==> src/rtl/shift_add_mult_ctrl_pkg.sv <==
// Shared types and constants for the shift-and-add multiplier controller.
// Holds the FSM state encoding, the default operand width and the counter width helper.
package shift_add_mult_ctrl_pkg;

    localparam int unsigned DEFAULT_W = 7;

    typedef enum logic {
        IDLE = 1'b0,
        RUN  = 1'b1
    } state_t;

    // Step counter must hold 0..W-1; a single-bit counter is the floor.
    function automatic int unsigned cnt_width(input int unsigned w);
        return (w > 1) ? $clog2(w) : 1;
    endfunction

endpackage

==> src/rtl/shift_add_mult_ctrl_if.sv <==
// Operand/result handshake bundle for shift_add_mult_ctrl.
// master: operand source + result consumer; slave: the multiplier controller.
interface shift_add_mult_ctrl_if
    import shift_add_mult_ctrl_pkg::*;
#(
    parameter int unsigned W = DEFAULT_W
);

    logic             start;
    logic [W-1:0]     a;
    logic [W-1:0]     b;
    logic             busy;
    logic             done;
    logic [2*W-1:0]   product;

    modport master (
        output start,
        output a,
        output b,
        input  busy,
        input  done,
        input  product
    );

    modport slave (
        input  start,
        input  a,
        input  b,
        output busy,
        output done,
        output product
    );

endinterface

==> src/rtl/shift_add_mult_ctrl_add_level.sv <==
// Single W-bit ripple-carry adder level shared by every shift-and-add step.
// Built from one half_adder at bit 0 followed by a chain of full_adders.
module half_adder (
    input  logic a,
    input  logic b,
    output logic s,
    output logic c
);

    assign s = a ^ b;
    assign c = a & b;

endmodule

module full_adder (
    input  logic a,
    input  logic b,
    input  logic c_in,
    output logic s,
    output logic c_out
);

    assign s     = a ^ b ^ c_in;
    assign c_out = (a & b) | (c_in & (a ^ b));

endmodule

module add_level #(
    parameter int unsigned W = 7
) (
    input  logic [W-1:0] a,
    input  logic [W-1:0] b,
    output logic [W-1:0] sum,
    output logic         c_out
);

    // carry[i] is the carry into bit i; carry[W] leaves the level.
    logic [W:1] carry;

    half_adder u_ha0 (
        .a (a[0]),
        .b (b[0]),
        .s (sum[0]),
        .c (carry[1])
    );

    for (genvar i = 1; i < W; i++) begin : g_fa
        full_adder u_fa (
            .a     (a[i]),
            .b     (b[i]),
            .c_in  (carry[i]),
            .s     (sum[i]),
            .c_out (carry[i+1])
        );
    end

    assign c_out = carry[W];

endmodule

==> src/rtl/shift_add_mult_ctrl.sv <==
// Sequential unsigned shift-and-add multiplier: one shared adder level, W steps per product.
// Optional build macro ZERO_SKIP_EN: zero operands finish on the accept edge without RUN.
module shift_add_mult_ctrl
    import shift_add_mult_ctrl_pkg::*;
#(
    parameter int unsigned W = DEFAULT_W
) (
    input  logic                  clk,
    input  logic                  rst,
    shift_add_mult_ctrl_if.slave  bus
);

    localparam int unsigned CW = cnt_width(W);
    localparam logic [CW-1:0] LAST_STEP = CW'(W - 1);

    state_t          state,   state_d;
    logic [CW-1:0]   cnt,     cnt_d;
    logic [W-1:0]    mcand,   mcand_d;
    logic [W-1:0]    acc_hi,  acc_hi_d;
    logic [W-1:0]    lo,      lo_d;
    logic [2*W-1:0]  product, product_d;
    logic            busy,    busy_d;
    logic            done,    done_d;

    logic [W-1:0]    addend;
    logic [W-1:0]    sum;
    logic            sum_c;
    logic            zero_skip;

    // Gating the addend is equivalent to choosing between acc_hi+mcand and {0,acc_hi}.
    assign addend = lo[0] ? mcand : '0;

    add_level #(.W(W)) u_add_level (
        .a     (acc_hi),
        .b     (addend),
        .sum   (sum),
        .c_out (sum_c)
    );

`ifdef ZERO_SKIP_EN
    assign zero_skip = (bus.a == '0) || (bus.b == '0);
`else
    assign zero_skip = 1'b0;
`endif

    always_comb begin
        state_d   = state;
        cnt_d     = cnt;
        mcand_d   = mcand;
        acc_hi_d  = acc_hi;
        lo_d      = lo;
        product_d = product;
        busy_d    = busy;
        done_d    = 1'b0;

        case (state)
            IDLE: begin
                if (bus.start) begin
                    if (zero_skip) begin
                        product_d = '0;
                        done_d    = 1'b1;
                    end else begin
                        mcand_d  = bus.a;
                        acc_hi_d = '0;
                        lo_d     = bus.b;
                        cnt_d    = '0;
                        busy_d   = 1'b1;
                        state_d  = RUN;
                    end
                end
            end

            RUN: begin
                // Carry out of the adder becomes the new MSB of the shifted accumulator.
                acc_hi_d = {sum_c, sum[W-1:1]};
                lo_d     = {sum[0], lo[W-1:1]};
                cnt_d    = cnt + 1'b1;
                if (cnt == LAST_STEP) begin
                    product_d = {acc_hi_d, lo_d};
                    done_d    = 1'b1;
                    busy_d    = 1'b0;
                    state_d   = IDLE;
                end
            end

            default: begin
                state_d = IDLE;
                busy_d  = 1'b0;
            end
        endcase
    end

    always_ff @(posedge clk) begin
        if (rst) begin
            state   <= IDLE;
            cnt     <= '0;
            mcand   <= '0;
            acc_hi  <= '0;
            lo      <= '0;
            product <= '0;
            busy    <= 1'b0;
            done    <= 1'b0;
        end else begin
            state   <= state_d;
            cnt     <= cnt_d;
            mcand   <= mcand_d;
            acc_hi  <= acc_hi_d;
            lo      <= lo_d;
            product <= product_d;
            busy    <= busy_d;
            done    <= done_d;
        end
    end

    assign bus.busy    = busy;
    assign bus.done    = done;
    assign bus.product = product;

endmodule

==> src/flat_wrapper.sv <==
// flat-port wrapper written by rule: the top's interface ports become plain ports
module shift_add_mult_ctrl_flat import shift_add_mult_ctrl_pkg::*;
#(
    parameter int unsigned W = DEFAULT_W
)
  (clk, rst, bus_start, bus_a, bus_b, bus_busy, bus_done, bus_product);
  shift_add_mult_ctrl_if #(.W(W)) bus_i ();
  input  logic clk;
  input  logic rst;
  input wire logic [$bits(bus_i.start)-1:0] bus_start;
  input wire logic [$bits(bus_i.a)-1:0] bus_a;
  input wire logic [$bits(bus_i.b)-1:0] bus_b;
  output wire logic [$bits(bus_i.busy)-1:0] bus_busy;
  output wire logic [$bits(bus_i.done)-1:0] bus_done;
  output wire logic [$bits(bus_i.product)-1:0] bus_product;
  assign bus_i.start = bus_start;
  assign bus_i.a = bus_a;
  assign bus_i.b = bus_b;
  assign bus_busy = bus_i.busy;
  assign bus_done = bus_i.done;
  assign bus_product = bus_i.product;
  shift_add_mult_ctrl #(.W(W)) u_core (.clk(clk), .rst(rst), .bus(bus_i));
endmodule
==> config.mk <==
export PLATFORM = sky130hd
export DESIGN_NAME = shift_add_mult_ctrl_flat
export DESIGN_NICKNAME = d
export VERILOG_FILES = /design/src/rtl/shift_add_mult_ctrl_pkg.sv /design/src/rtl/shift_add_mult_ctrl_if.sv /design/src/rtl/shift_add_mult_ctrl_add_level.sv /design/src/rtl/shift_add_mult_ctrl.sv /design/src/flat_wrapper.sv
export SDC_FILE = /design/constraint.sdc
export NUM_CORES = 1
export LEC_CHECK = 0
export ABC_AREA = 1
export BUFFER_PORTS_ARGS = -buffer_cell sky130_fd_sc_hd__buf_2
export CAP_MARGIN = 40
export CORE_ASPECT_RATIO = 1.4
export CORE_MARGIN = 1.5
export CORE_UTILIZATION = 54
export DETAILED_ROUTE_END_ITERATION = 6
export HOLD_SLACK_MARGIN = 0.05
export PLACE_DENSITY = 0.75
export SLEW_MARGIN = 10
export SYNTH_ARGS = -nofsm -noshare
export SYNTH_HDL_FRONTEND = slang
export SYNTH_SLANG_ARGS = --single-unit
==> constraint.sdc <==
create_clock -name clk -period 4.75 [get_ports clk]
set_clock_uncertainty 0.05 [all_clocks]
set_input_delay 0.2375 -clock clk [delete_from_list [all_inputs] [get_ports clk]]
set_output_delay 0.2375 -clock clk [all_outputs]
set_load 0.02 [all_outputs]
After elaboration in Yosys (flattened, before gate mapping)
Cells that the tools add are included.
Storage, ports and cells
  bits in registers: 41
  input port bits: 17
  output and inout port bits: 16
  word-level logic and storage cells: 65
Cells by class
  add/subtract/negate cells: 1
  equal/unequal tests: 3
  mux-type cells: 17
  bitwise operators: 33
  reductions and logical operators: 3
Operators by type and width (number)
  14-bit two-way mux: 2
  7-bit one-hot mux with 2 select lines: 2
  7-bit two-way mux: 3
  1-bit bitwise AND: 13
  1-bit XOR: 13
  1-bit bitwise OR: 6
  1-bit one-hot mux with 2 select lines: 3
  3-bit one-hot mux with 2 select lines: 1
  2-bit AND reduction: 3
  1-bit two-way mux: 5
  2-bit inequality test (second input constant): 2
  3-bit by 1-bit adder with 3-bit output (second input constant): 1
  3-bit == test (second input constant): 1
  3-bit two-way mux: 1
  1-bit NOT: 1

Depth between registers and ports, before layout
Gate-level depths: netlist of run 1.
  depth in word-level cells: 16
  gate-level depth with buffers: 14

By module
Synthesis of run 1 repeated with hierarchy kept, for this count alone.
Second synthesis, totals
  cell total of the unflattened synthesis: 223
  area, all modules: 1751.7 um^2
Modules (own cells, without submodules)
  shift_add_mult_ctrl: times used 1, cells each 216, area each 1619.1 um^2
  full_adder: times used 6, cells each 1, area each 20.0 um^2
  half_adder: times used 1, cells each 1, area each 12.5 um^2

Worst setup path before layout of run 1
Ideal clock, no wire load.
  path type: register to register
  from: reg u_core.lo[0]
  to: reg u_core.acc_hi[5]
  data arrival time: 3283 ps
  required time: 4577 ps
  setup slack: 1294 ps
  cell stages (with the launch flop): 15
  clock period less this slack: 3456 ps
  cell sequence: dfxtp_1 -> clkbuf_1 -> nand2_1 -> inv_1 -> ha_1 -> inv_1 -> fa_1 -> fa_1 -> fa_1 -> fa_1 -> fa_1 -> fa_1 -> inv_1 -> nand2_1 -> a21oi_1
Between the ends
  cells in the longest elaborated chain, start to end: 14
  elaborated cells between the ends (all ways): 25
RTL lines
  start, declared: RTL line shift_add_mult_ctrl.sv:20  | logic [W-1:0] lo, lo_d;
  start signal, assigned: RTL line shift_add_mult_ctrl.sv:108  | lo <= lo_d;
  7-bit two-way mux (*): RTL line shift_add_mult_ctrl.sv:31  | assign addend = lo[0] ? mcand : '0;
  1-bit bitwise AND or 1-bit XOR (tied branches): RTL line shift_add_mult_ctrl_add_level.sv:11, shift_add_mult_ctrl_add_level.sv:24
  1-bit bitwise AND: RTL line shift_add_mult_ctrl_add_level.sv:24  | assign c_out = (a & b) | (c_in & (a ^ b));
  1-bit bitwise OR: RTL line shift_add_mult_ctrl_add_level.sv:24
  1-bit bitwise AND: RTL line shift_add_mult_ctrl_add_level.sv:24
  1-bit bitwise OR: RTL line shift_add_mult_ctrl_add_level.sv:24
  1-bit bitwise AND: RTL line shift_add_mult_ctrl_add_level.sv:24
  1-bit bitwise OR: RTL line shift_add_mult_ctrl_add_level.sv:24
  1-bit bitwise AND: RTL line shift_add_mult_ctrl_add_level.sv:24
  1-bit bitwise OR: RTL line shift_add_mult_ctrl_add_level.sv:24
  1-bit bitwise AND: RTL line shift_add_mult_ctrl_add_level.sv:24
  1-bit bitwise OR: RTL line shift_add_mult_ctrl_add_level.sv:24
  1-bit XOR (*): RTL line shift_add_mult_ctrl_add_level.sv:23  | assign s = a ^ b ^ c_in;
  7-bit one-hot mux with 2 select lines (*): RTL line shift_add_mult_ctrl.sv:56  | case (state)
  end signal, assigned: RTL line shift_add_mult_ctrl.sv:107  | acc_hi <= acc_hi_d;
  end, declared: RTL line shift_add_mult_ctrl.sv:19  | logic [W-1:0] acc_hi, acc_hi_d;
Mark *: on every way between the ends. The rest lies on a longest branch, timed or not.
A chain may end at the register's enable or synchronous reset.

Worst setup path after layout of run 1
Ends and elaborated chain as after synthesis.

==> metrics.md, run 1 <==
| Metric | Value |
|---|---|
| Placed wire-length estimate | 2310 um |
| Critical Path Max Stage Delay | 0.44 ns |
| CTS tree | done |
| FF+latch count, synth | 41 |
| Synth warn | 0 |
| Layout Nets | 287 |
| Highest clock rate | 0.280 GHz |
| Util after Layout | 63.8% |
| Syn Std Cell Area | 1780 um^2 |
| Largest buffer count on any clock path | 2 |
| Worst hold start | bus_a[2] |
| WS Path Type | register to register |
| Worst Path Buf+Inv | 3 |
| Row Count | 24 |
| Power Density | 308 nW/um^2 |
| Req. time, crit path | 4.92 ns |
| HP Class | input pin to register |
| Max_slew headroom | 40.0% |
| Primary FF master, synth | dfxtp_1 |
| Port-buffer cells | 32 |
| Vias per inst | 4.80 |
| Share of cells above drive strength 1 | 18.5% |
| Post-synth cell types | 19 |
| Slew @ Worst Pin | 0.899 ns |
| Setup TNS | 0 ns |
| Setup Buffers After CTS | 0 |
| WP depth | 13 |
| ANT cells | 0 |
| Die area | 3650 um^2 |
| CP Cell Sequence | nand2_1 -> inv_1 -> ha_1 -> inv_1 -> fa_1 -> fa_1 -> fa_1 -> fa_1 -> fa_1 -> fa_1 -> inv_1 -> nand2_1 -> a21oi_1 |
| Clk sinks | 41 |
| Worst VDD drop | 0.309 mV |
| Clk slew on worst S/H paths | 0.07 ns |
| Final instance area | 1990 um^2 |
| Final Setup Violations | 0 |
| Most common cell after layout, fill and taps aside | nand2_1 |
| WHS Path Cells | 3 |
| Mapped Nets | 257 |
| Critical path startpoint | u_core.lo[0] |
| Root Buffer | clkbuf_8 |
| Crit path launch type | register |
| Peak fanout along the critical path | 8 |
| Placer congestion estimate | 0.778 |
| Ports | 33 |
| Seq/Total Area, Yosys | 46.1% |
| RR Startpoint | u_core.lo[0] |
| Final hold violation count | 0 |
| Cell taking the most area after synthesis | dfxtp_1 |
| Average size of a mapped cell | 7.70 um^2 |
| 1st-iter DRT viols | 52 |
| Gr usage total | 20.8% |
| Final wirelength | 3170 um |
| Reg2Reg Setup Slack | 1.18 ns |
| CTS Buf Count | 5 |
| CTS Hold Buffers Added | 0 |
| GRT overflow | 0 |
| Via count | 1435 |
| Commonest non-fill, non-tap cells in the layout | 88 x nand2_1, 41 x dfxtp_1, 32 x buf_2, 23 x inv_1, 19 x nor2_1 |
| Max-Cap Viols | 0 |
| Largest net degree at the start of global routing | 20 |
| Slew Viols, Final | 0 |
| Width of the die | 51.5 um |
| Skew-Pair Late Insertion Delay | 0.28 ns |
| Crit path to | u_core.acc_hi[5] |
| Dpl ws | 1.22 ns |
| Post_cts resized | 0 |
| Post-DP Area | 1920 um^2 |
| Initial antenna violation count | 0 |
| Number of flops mapped to enable cells by yosys | 0 |
| Initial Util | 57.0% |
| Kind of cell adding the most delay to the critical path | adder cells |
| Fin crit period | 3.57 ns |
| Worst reg-to-reg path cell count | 13 |
| TritonRoute pass-1 iters | 4 |
| Run status | complete, no violations |
| ANT nets after route | 0 |
| Tcrit/Tclk final | 75.1% |
| First-pass GRT wire length | 5620 um |
| Critical path arrival | 3.73 ns |
| Worst path most repeated cell | fa_1 |
| Element type at the critical path end | register |
| Slowest-stage cell, CP | dfxtp_1 |
| Drt drc | 0 |
| Vias in the first global route | 1353 |
| H-tree levels | 2 |
| RSZ-0062 raised after global routing | false |
| Worst R2R End | u_core.acc_hi[5] |
| Post-synth top area share | 46.1% |
| Placeable Area | 3120 um^2 |
| WL per Instance | 10.6 um |
| PnR worst setup slack | 1.18 ns |
| Async SR Flop Fraction | 0% |
| Leakage | 0.995 nW |
| Mapped Cells | 231 |
| Final hold slack | 0.160 ns |
| Post-route total power | 614 uW |
| Final Non-Filler Cells | 299 |
| Chip height | 70.9 um |
| Area delta synth->final | 12.0% |
| Inst Count DP | 293 |
| Synth top area cells | dfxtp_1 46%, nand2_1 19%, fa_1 6.8% |
==> sequential cells by signal, summed over array words and instances (netlist names) <==
register / flops
u_core.cnt: 3
u_core.bus.product: 14
u_core.acc_hi: 7
u_core.state: 1
u_core.lo: 7
u_core.mcand: 7
u_core.bus.done: 1
u_core.bus.busy: 1
==> routing by layer <==
layer | vias to the layer above | GRT usage (%) | wire length, um
met5 | - | 0 | 0
met4 | 0 | 7.89 | 51
met3 | 5 | 5.70 | 173
met2 | 39 | 37.0 | 1620
met1 | 635 | 23.0 | 1330
li1 | 756 | - | -
==> cells by family after synthesis <==
| family | after synthesis | share of synthesized area (%) |
|---|---|---|
| fa+ha+maj | 9 | 8.86 |
| simple gates | 128 | 30.7 |
| compound gates | 17 | 4.78 |
| flops | 41 | 46.1 |
| buf+inv | 36 | 9.56 |
==> cell type report <==
| type | instances | area (um^2) |
|---|---|---|
| clock buffers | 5 | 68.8 |
| clock inverters | 1 | 5.00 |
| fillers | 300 | 1130 |
| inverters | 27 | 101 |
| multi-input cells | 154 | 788 |
| flip-flops and latches | 41 | 821 |
| well taps | 39 | 48.8 |
| repair buffers | 32 | 160 |
==> cells in the mapped netlist (2+ instances only) <==
cell,n
inv_1,23
nand3_1,14
inv_2,4
a21oi_1,9
buf_2,4
o21ai_0,8
buf_6,4
dfxtp_1,41
fa_1,6
nand2_1,88
ha_1,3
nor2_1,19
nand2_2,2
==> where the power goes <==
part           internal [mW]  switching (mW)
registers              0.355          0.0112
clock network         0.0965           0.104
logic                 0.0175          0.0292
total                  0.469           0.145
==> worst min-delay path by stage <==
stage	end	slack, ns
6_report	u_core.mcand[2]	0.16
5_1_grt	u_core.mcand[3]	0.17
2_1_floorplan	u_core.mcand[0]	0.35
4_1_cts	u_core.mcand[4]	0.15
3_3_place_gp	u_core.bus.product[8]	0.37
3_5_place_dp	u_core.bus.product[11]	0.38
==> worst register-to-register path: cells and delay by family (launching register included) <==
kind | cells | cell delay (ns)
buffers and inverters | 3 | 0.19
and+or+nand+nor | 2 | 0.13
AOI/OAI and AO/OA | 1 | 0.16
adders and majority gates | 7 | 2.52
DFF | 1 | 0.44
Power figures use the tool's default switching activity.
==> inputs of run 2 (changes only) <==
==> constraint.sdc (replaced) <==
create_clock -name clk -period 3.3 [get_ports clk]
set_clock_uncertainty 0.05 [all_clocks]
set_input_delay 0.165 -clock clk [delete_from_list [all_inputs] [get_ports clk]]
set_output_delay 0.165 -clock clk [all_outputs]
set_load 0.02 [all_outputs]
==> run 2 against run 1 <==
  * Setup slack got worse by 1.0 ns
  * Register-to-register slack lost 1.0 ns
  * Sequential share of layout area decreased by 1.2 points
  * Hold slack got worse by 0.091 ns
  * Clock power is 110% higher
  * Sequential power rose by 44%
  * Non-clock buffer count is 1 higher
  * Maximum frequency is 13% higher
  * Critical endpoint unchanged
  * Largest cell class unchanged
  * Highest routed layer unchanged
==> metrics.md, run 2 (same netlist as run 1, synthesis figures left out) <==
| Metric | Value |
|---|---|
| Critical path arrival | 3.27 ns (was 3.73 ns) |
| Tcrit/Tclk final | 95.2% (was 75.1%) |
| Element type at the critical path end | register (unchanged) |
| Slowest-stage cell, CP | fa_1 (was dfxtp_1) |
| Crit path launch type | register (unchanged) |
| Skew-Pair Late Insertion Delay | 0.29 ns (was 0.28 ns) |
| Max_slew headroom | 40.3% (was 40.0%) |
| Ports | 33 (unchanged) |
| Leakage | 1.03 nW (was 0.995 nW) |
| Req. time, crit path | 3.43 ns (was 4.92 ns) |
| Max reg flops | 14 (unchanged) |
| Kind of cell adding the most delay to the critical path | adder cells (unchanged) |
| Most common cell after layout, fill and taps aside | nand2_1 (unchanged) |
| Clk slew on worst S/H paths | 0.08 ns (was 0.07 ns) |
| ANT cells | 0 (unchanged) |
| Worst Path Buf+Inv | 3 (unchanged) |
| TritonRoute pass-1 iters | 4 (unchanged) |
| Final Setup Violations | 0 (unchanged) |
| Via count | 1437 (was 1435) |
| Clk sinks | 41 (unchanged) |
| Net Sw Frac | 22.5% (was 23.6%) |
| Share of cells above drive strength 1 | 21.3% (was 18.5%) |
| Dpl ws | 0.0207 ns (was 1.22 ns) |
| Comb pwr share | 6.9% (was 7.6%) |
| Highest clock rate | 0.318 GHz (was 0.280 GHz) |
| Max-Cap Viols | 0 (unchanged) |
| Top reg by flops | u_core.bus.product (unchanged) |
| Setup TNS | 0 ns (unchanged) |
| Initial antenna violation count | 0 (unchanged) |
| PnR worst setup slack | 0.158 ns (was 1.18 ns) |
| Switch Pwr | 228 uW (was 145 uW) |
| Area delta synth->final | 15.6% (was 12.0%) |
| Worst path most repeated cell | fa_2 (was fa_1) |
| Final wirelength | 3330 um (was 3170 um) |
| Critical Path Max Stage Delay | 0.48 ns (was 0.44 ns) |
| 1st-iter DRT viols | 46 (was 52) |
| Area of the multi-input gates | 801 um^2 (was 788 um^2) |
| FILL cells | 283 (was 300) |
| WS Path Type | register to register (unchanged) |
| H-tree levels | 2 (unchanged) |
| Final hold violation count | 0 (unchanged) |
| Fin crit period | 3.14 ns (was 3.57 ns) |
| Slew Viols, Final | 0 (unchanged) |
| Power Density | 492 nW/um^2 (was 308 nW/um^2) |
| Worst VDD drop | 0.334 mV (was 0.309 mV) |
| Setup Buffers After CTS | 0 (unchanged) |
| Peak fanout along the critical path | 2 (was 8) |
| Internal Power | 783 uW (was 469 uW) |
| Port-buffer cells | 32 (unchanged) |
| Clock share of power | 41.1% (was 32.7%) |
| Placeable Area | 3120 um^2 (unchanged) |
| WL per Instance | 11.0 um (was 10.6 um) |
| Placer congestion estimate | 0.828 (was 0.778) |
| Chip height | 70.9 um (unchanged) |
| Post_cts resized | 0 (unchanged) |
| Die area | 3650 um^2 (unchanged) |
| Row Count | 24 (unchanged) |
| Vias per inst | 4.76 (was 4.80) |
| Vias in the first global route | 1404 (was 1353) |
| GRT overflow | 0 (unchanged) |
| HP Class | input pin to register (unchanged) |
| CTS Buf Count | 5 (unchanged) |
| Placed wire-length estimate | 2300 um (was 2310 um) |
| Largest buffer count on any clock path | 2 (unchanged) |
| Run status | complete, no violations (unchanged) |
| Root Buffer | clkbuf_8 (unchanged) |
| CP Cell Sequence | nand2_1 -> inv_1 -> ha_1 -> inv_1 -> fa_2 -> fa_2 -> fa_2 -> fa_2 -> fa_2 -> fa_1 -> inv_1 -> nand2_1 -> a21oi_1 (was nand2_1 -> inv_1 -> ha_1 -> inv_1 -> fa_1 -> fa_1 -> fa_1 -> fa_1 -> fa_1 -> fa_1 -> inv_1 -> nand2_1 -> a21oi_1) |
| ANT nets after route | 0 (unchanged) |
| Drt drc | 0 (unchanged) |
| Seq pwr share | 52.0% (was 59.6%) |
| Commonest non-fill, non-tap cells in the layout | 88 x nand2_1, 40 x dfxtp_1, 32 x buf_2, 23 x inv_1, 19 x nor2_1 (was 88 x nand2_1, 41 x dfxtp_1, 32 x buf_2, 23 x inv_1, 19 x nor2_1) |
| Register Area | 822 um^2 (was 821 um^2) |
| Initial Util | 57.0% (unchanged) |
| RSZ-0062 raised after global routing | false (unchanged) |
| Gr usage total | 20.8% (about the same) |
| First-pass GRT wire length | 5730 um (was 5620 um) |
| Largest net degree at the start of global routing | 20 (unchanged) |
| Slew @ Worst Pin | 0.894 ns (was 0.899 ns) |
| CTS Hold Buffers Added | 0 (unchanged) |
| Layout Nets | 288 (was 287) |
| Width of the die | 51.5 um (unchanged) |
| CTS tree | done (unchanged) |
[run 2: cell types whose count changed in the layout (fill, tap and decap cells not counted), sizes merged]
cell / change
clkbuf: +2
clkinv: -1
bufinv: +1
buf: +1
[run 2: worst min-delay path: stages]
cell and delay (ns):
buf_2 0.07, o21ai_0 0.07, nor2_1 0.07
[run 2: final timing paths]
check                        start               endpoint  slack [ns]  cells after the start
max                   u_core.lo[0]       u_core.acc_hi[5]        0.16                     13
min                       bus_a[1]        u_core.mcand[1]        0.07                      3
min reg2reg  u_core.bus.product[9]  u_core.bus.product[9]        0.39                      2
max reg2reg           u_core.lo[0]       u_core.acc_hi[5]        0.16                     13
[run 2: final cells by class]
class	instances	area share [%]
Sequential cell	41	40.0
Multi-Input combinational cell	154	38.9
Clock buffer	7	4.20
Inverter	27	4.93
Tap cell	39	2.37
Clock inverter	1	1.46
Timing Repair Buffer	33	8.15
[run 2: power groups by stage]
| stage | Combinational [mW] | Clock (mW) | Sequential, mW |
|---|---|---|---|
| finish | 0.0702 | 0.415 | 0.526 |
| global route | 0.0824 | 0.436 | 0.528 |
| CTS | 0.0709 | 0.419 | 0.526 |
| floorplan | 0.0597 | 0 | 0.530 |
| detailed placement | 0.0708 | 0 | 0.537 |
| global placement | 0.0696 | 0 | 0.537 |
[run 2: metal layers]
layer	GRT usage, %	vias to the layer above	wire length [um]
met5	0	-	0
met4	9.36	0	71
met2	37.5	30	1640
met1	22.1	643	1480
met3	5.49	7	135
li1	-	757	-
[run 2: stage by stage]
stage | std cells | utilization, % | area [um^2] | hold WS, ns | power (mW)
floorplan | 231 | - | 1790 | 0.280 | 0.590
global placement | 294 | 61.9 | 1930 | 0.367 | 0.607
detailed placement | 294 | 61.9 | 1930 | 0.372 | 0.608
CTS | 302 | 65.6 | 2050 | 0.0722 | 1.02
global route | 302 | 65.9 | 2060 | 0.0901 | 1.05
finish | 302 | 65.9 | 2060 | 0.0681 | 1.01
==> inputs of run 3 (changes only) <==
--- a/config.mk
+++ b/config.mk
@@ -17,4 +17,5 @@
 export SLEW_MARGIN = 10
 export SYNTH_ARGS = -nofsm -noshare
 export SYNTH_HDL_FRONTEND = slang
+export SYNTH_HIERARCHICAL = 1
 export SYNTH_SLANG_ARGS = --single-unit
==> constraint.sdc (replaced) <==
create_clock -name clk -period 2.9 [get_ports clk]
set_clock_uncertainty 0.05 [all_clocks]
set_input_delay 0.145 -clock clk [delete_from_list [all_inputs] [get_ports clk]]
set_output_delay 0.145 -clock clk [all_outputs]
set_load 0.02 [all_outputs]
==> run 3 against run 2 <==
  * The flow now finishes with violations (setup timing)
  * First-iteration DRC count down 24%
  * Clock power grew 5.8%
  * Synthesized area down 1.5%
  * Final area shrank 1.6%
  * Die area decreased by 1.5%
  * Register-to-register slack worse by 0.39 ns
  * Critical path depth down 2
  * Cell count decreased by 2.6%
  * Synthesized cell count is 3.5% lower
  * Flip-flop and latch count stayed put
  * Critical path type unchanged
  * Critical endpoint is now u_core/acc_hi[5]
  * Largest power group unchanged
==> metrics.md, run 3 <==
| Metric | Value |
|---|---|
| Run status | finished, violations left (was complete, no violations) |
| Failing checks | setup timing |
| Area delta synth->final | 15.6% (about the same) |
| GRT overflow | 0 (unchanged) |
| Clk sinks | 41 (unchanged) |
| Final wirelength | 3170 um (was 3330 um) |
| Vias per inst | 4.73 (was 4.76) |
| Clk slew on worst S/H paths | 0.08 ns (about the same) |
| Row Count | 24 (unchanged) |
| Simple-gate area share of the yosys netlist | 31.1% (was 30.7%) |
| Die area | 3600 um^2 (was 3650 um^2) |
| Max_slew headroom | 74.3% (was 40.3%) |
| RSZ-0062 raised after global routing | true (was false) |
| Post-synth cell types | 20 (was 19) |
| CTS Buf Count | 5 (unchanged) |
| Req. time, crit path | 3.08 ns (was 3.43 ns) |
| Critical path arrival | 3.31 ns (was 3.27 ns) |
| FF+latch count, synth | 41 (unchanged) |
| Max reg flops | 14 (unchanged) |
| Final hold violation count | 0 (unchanged) |
| Mapped Cells | 223 (was 231) |
| Met3 global-route usage | 5.77% (was 5.49%) |
| Port-buffer cells | 32 (unchanged) |
| Worst VDD drop | 0.578 mV (was 0.334 mV) |
| Mapped Nets | 249 (was 257) |
| Comb pwr share | 7.8% (was 6.9%) |
| Internal Power | 862 uW (was 783 uW) |
| CTS Hold Buffers Added | 0 (unchanged) |
| ANT cells | 0 (unchanged) |
| Tcrit/Tclk final | 108% (was 95.2%) |
| Highest clock rate | 0.319 GHz (was 0.318 GHz) |
| Seq pwr share | 52.9% (was 52.0%) |
| Via count | 1391 (was 1437) |
| FILL cells | 285 (was 283) |
| Synth warn | 6 (was 0) |
| Largest buffer count on any clock path | 2 (unchanged) |
| Xor-xnor portion of the synthesized cell area | 0% (unchanged) |
| WL per Instance | 10.8 um (was 11.0 um) |
| Power Density | 552 nW/um^2 (was 492 nW/um^2) |
| Largest net degree at the start of global routing | 20 (unchanged) |
| PnR worst setup slack | -0.230 ns (was 0.158 ns) |
| Adder-cell share of the synthesized area | 9.00% (was 8.86%) |
| Synth cell count leaders | 88 x nand2_1, 41 x dfxtp_1, 19 x nor2_1 (was 88 x nand2_1, 41 x dfxtp_1, 23 x inv_1) |
| Share of cells above drive strength 1 | 22.7% (was 21.3%) |
| Multiplexer area fraction after synthesis | 0% (unchanged) |
| Seq/Total Area, Yosys | 46.9% (was 46.1%) |
| H-tree levels | 2 (unchanged) |
| Placeable Area | 3090 um^2 (was 3120 um^2) |
| Skew-Pair Late Insertion Delay | 0.29 ns (about the same) |
| Post-route total power | 1.12 mW (was 1.01 mW) |
| Synth top area cells | dfxtp_1 47%, nand2_1 19%, fa_1 6.9% (was dfxtp_1 46%, nand2_1 19%, fa_1 6.8%) |
| Grt peak-use layer | met2 (unchanged) |
| Root Buffer | clkbuf_8 (unchanged) |
| Primary FF master, synth | dfxtp_1 (unchanged) |
| Cell taking the most area after synthesis | dfxtp_1 (unchanged) |
| Net Sw Frac | 22.9% (was 22.5%) |
| HP Class | input pin to register (unchanged) |
| Top reg by flops | u_core/bus.product (was u_core.bus.product) |
| Ports | 33 (unchanged) |
| Post_cts resized | 1 (was 0) |
| Leakage | 1.05 nW (was 1.03 nW) |
| Fin crit period | 3.13 ns (was 3.14 ns) |
| Slew @ Worst Pin | 0.384 ns (was 0.894 ns) |
| Placed wire-length estimate | 2180 um (was 2300 um) |
| Gr usage total | 19.9% (was 20.8%) |
| Setup Buffers After CTS | 0 (unchanged) |
| Drt drc | 0 (unchanged) |
| TritonRoute pass-1 iters | 4 (unchanged) |
| GR Layer Usage met1 | 23.5% (was 22.1%) |
| Clock share of power | 39.3% (was 41.1%) |
| Commonest non-fill, non-tap cells in the layout | 88 x nand2_1, 40 x dfxtp_1, 32 x buf_2, 19 x nor2_1, 15 x inv_1 (was 88 x nand2_1, 40 x dfxtp_1, 32 x buf_2, 23 x inv_1, 19 x nor2_1) |
| Layout Nets | 281 (was 288) |
| Max-Cap Viols | 0 (unchanged) |
| Element type at the critical path end | register (unchanged) |
| ANT nets after route | 0 (unchanged) |
| Width of the die | 51.1 um (was 51.5 um) |
| Placer congestion estimate | 0.751 (was 0.828) |
| Initial antenna violation count | 0 (unchanged) |
| Crit path launch type | register (unchanged) |
| Async SR Flop Fraction | 0% (unchanged) |
| Met2 usage | 32.2% (was 37.5%) |
| Slew Viols, Final | 0 (unchanged) |
| Largest family of logic cells by synthesized area | simple AND/OR/NAND/NOR gates (unchanged) |
| CTS tree | done (unchanged) |
| Most frequent cell after synthesis | nand2_1 (unchanged) |
| Number of flops mapped to enable cells by yosys | 0 (unchanged) |
| Average size of a mapped cell | 7.86 um^2 (was 7.70 um^2) |
| Vias in the first global route | 1244 (was 1404) |
| 1st-iter DRT viols | 35 (was 46) |
| Chip height | 70.4 um (was 70.9 um) |
| WS Path Type | register to register (unchanged) |
| Peak fanout along the critical path | 4 (was 2) |
| Most common cell after layout, fill and taps aside | nand2_1 (unchanged) |
| Synth Area in Compound Gates | 4.86% (was 4.78%) |
| Post-synth top area share | 46.9% (was 46.1%) |
| Switch Pwr | 256 uW (was 228 uW) |
| Final hold slack | 0.0579 ns (was 0.0681 ns) |
| Initial Util | 56.6% (was 57.0%) |
| First-pass GRT wire length | 5280 um (was 5730 um) |
| Syn Std Cell Area | 1750 um^2 (was 1780 um^2) |
| Final Setup Violations | 4 (was 0) |
## run 3: changes by cell type after synthesis, sizes merged
cell  previous run  this run
inv             27        19
## run 3: per-layer routing
layer | up-vias | share of wire (%)
met2 | 31 | 48
met4 | 0 | 2.4
met3 | 9 | 4.2
met5 | - | 0
li1 | 739 | -
met1 | 612 | 45
## run 3: worst paths after layout
kind                    startpoint                    end  slack [ns]  cells past startpoint
max reg2reg           u_core/lo[0]       u_core/acc_hi[5]       -0.23                     11
min                       bus_a[5]        u_core/mcand[5]        0.06                      3
max                   u_core/lo[0]       u_core/acc_hi[5]       -0.23                     11
min reg2reg  u_core/bus.product[2]  u_core/bus.product[2]        0.39                      2
## run 3: cell families after synthesis
kind of cell / count (synthesis)
simple gates: 128
flops: 41
buf+inv: 28
compound gates: 17
fa+ha+maj: 9
## run 3: critical path: stages, from the launching register on
cell and delay [ns]:
dfxtp_2 0.34, nand2_1 0.05, inv_1 0.04, ha_2 0.17
fa_2 0.34, fa_2 0.34, fa_2 0.34, fa_2 0.34
fa_2 0.35, fa_1 0.52, nand2_1 0.06, a21oi_1 0.13
## run 3: power groups by stage
stage	sequential (mW)	clock, mW	combinational (mW)
after CTS	0.592	0.451	0.0880
after detailed placement	0.605	0	0.0876
after global placement	0.604	0	0.0860
after global routing	0.594	0.470	0.0997
after floorplan	0.603	0	0.0684
final	0.592	0.439	0.0872
## run 3: area by class of cell
type | instances | area (um^2) | area share [%]
Clock buffer | 5 | 68.8 | 3.40
Multi-Input combinational cell | 154 | 803 | 39.7
Timing Repair Buffer | 34 | 175 | 8.65
Sequential cell | 41 | 822 | 40.6
Clock inverter | 2 | 35.0 | 1.73
Tap cell | 39 | 48.8 | 2.41
Inverter | 19 | 71.3 | 3.52
## run 3: through the flow
stage          TNS (ns)  utilization (%)  cell area, um^2  cells  setup slack, ns
2_1_floorplan    -0.575                -             1780    223           -0.221
3_3_place_gp     -0.340             62.1             1920    287           -0.160
3_5_place_dp     -0.476             62.1             1920    287           -0.214
4_1_cts          -0.518             65.5             2020    294           -0.212
5_1_grt          -0.931             65.5             2020    294           -0.304
6_report         -0.564             65.5             2020    294           -0.230
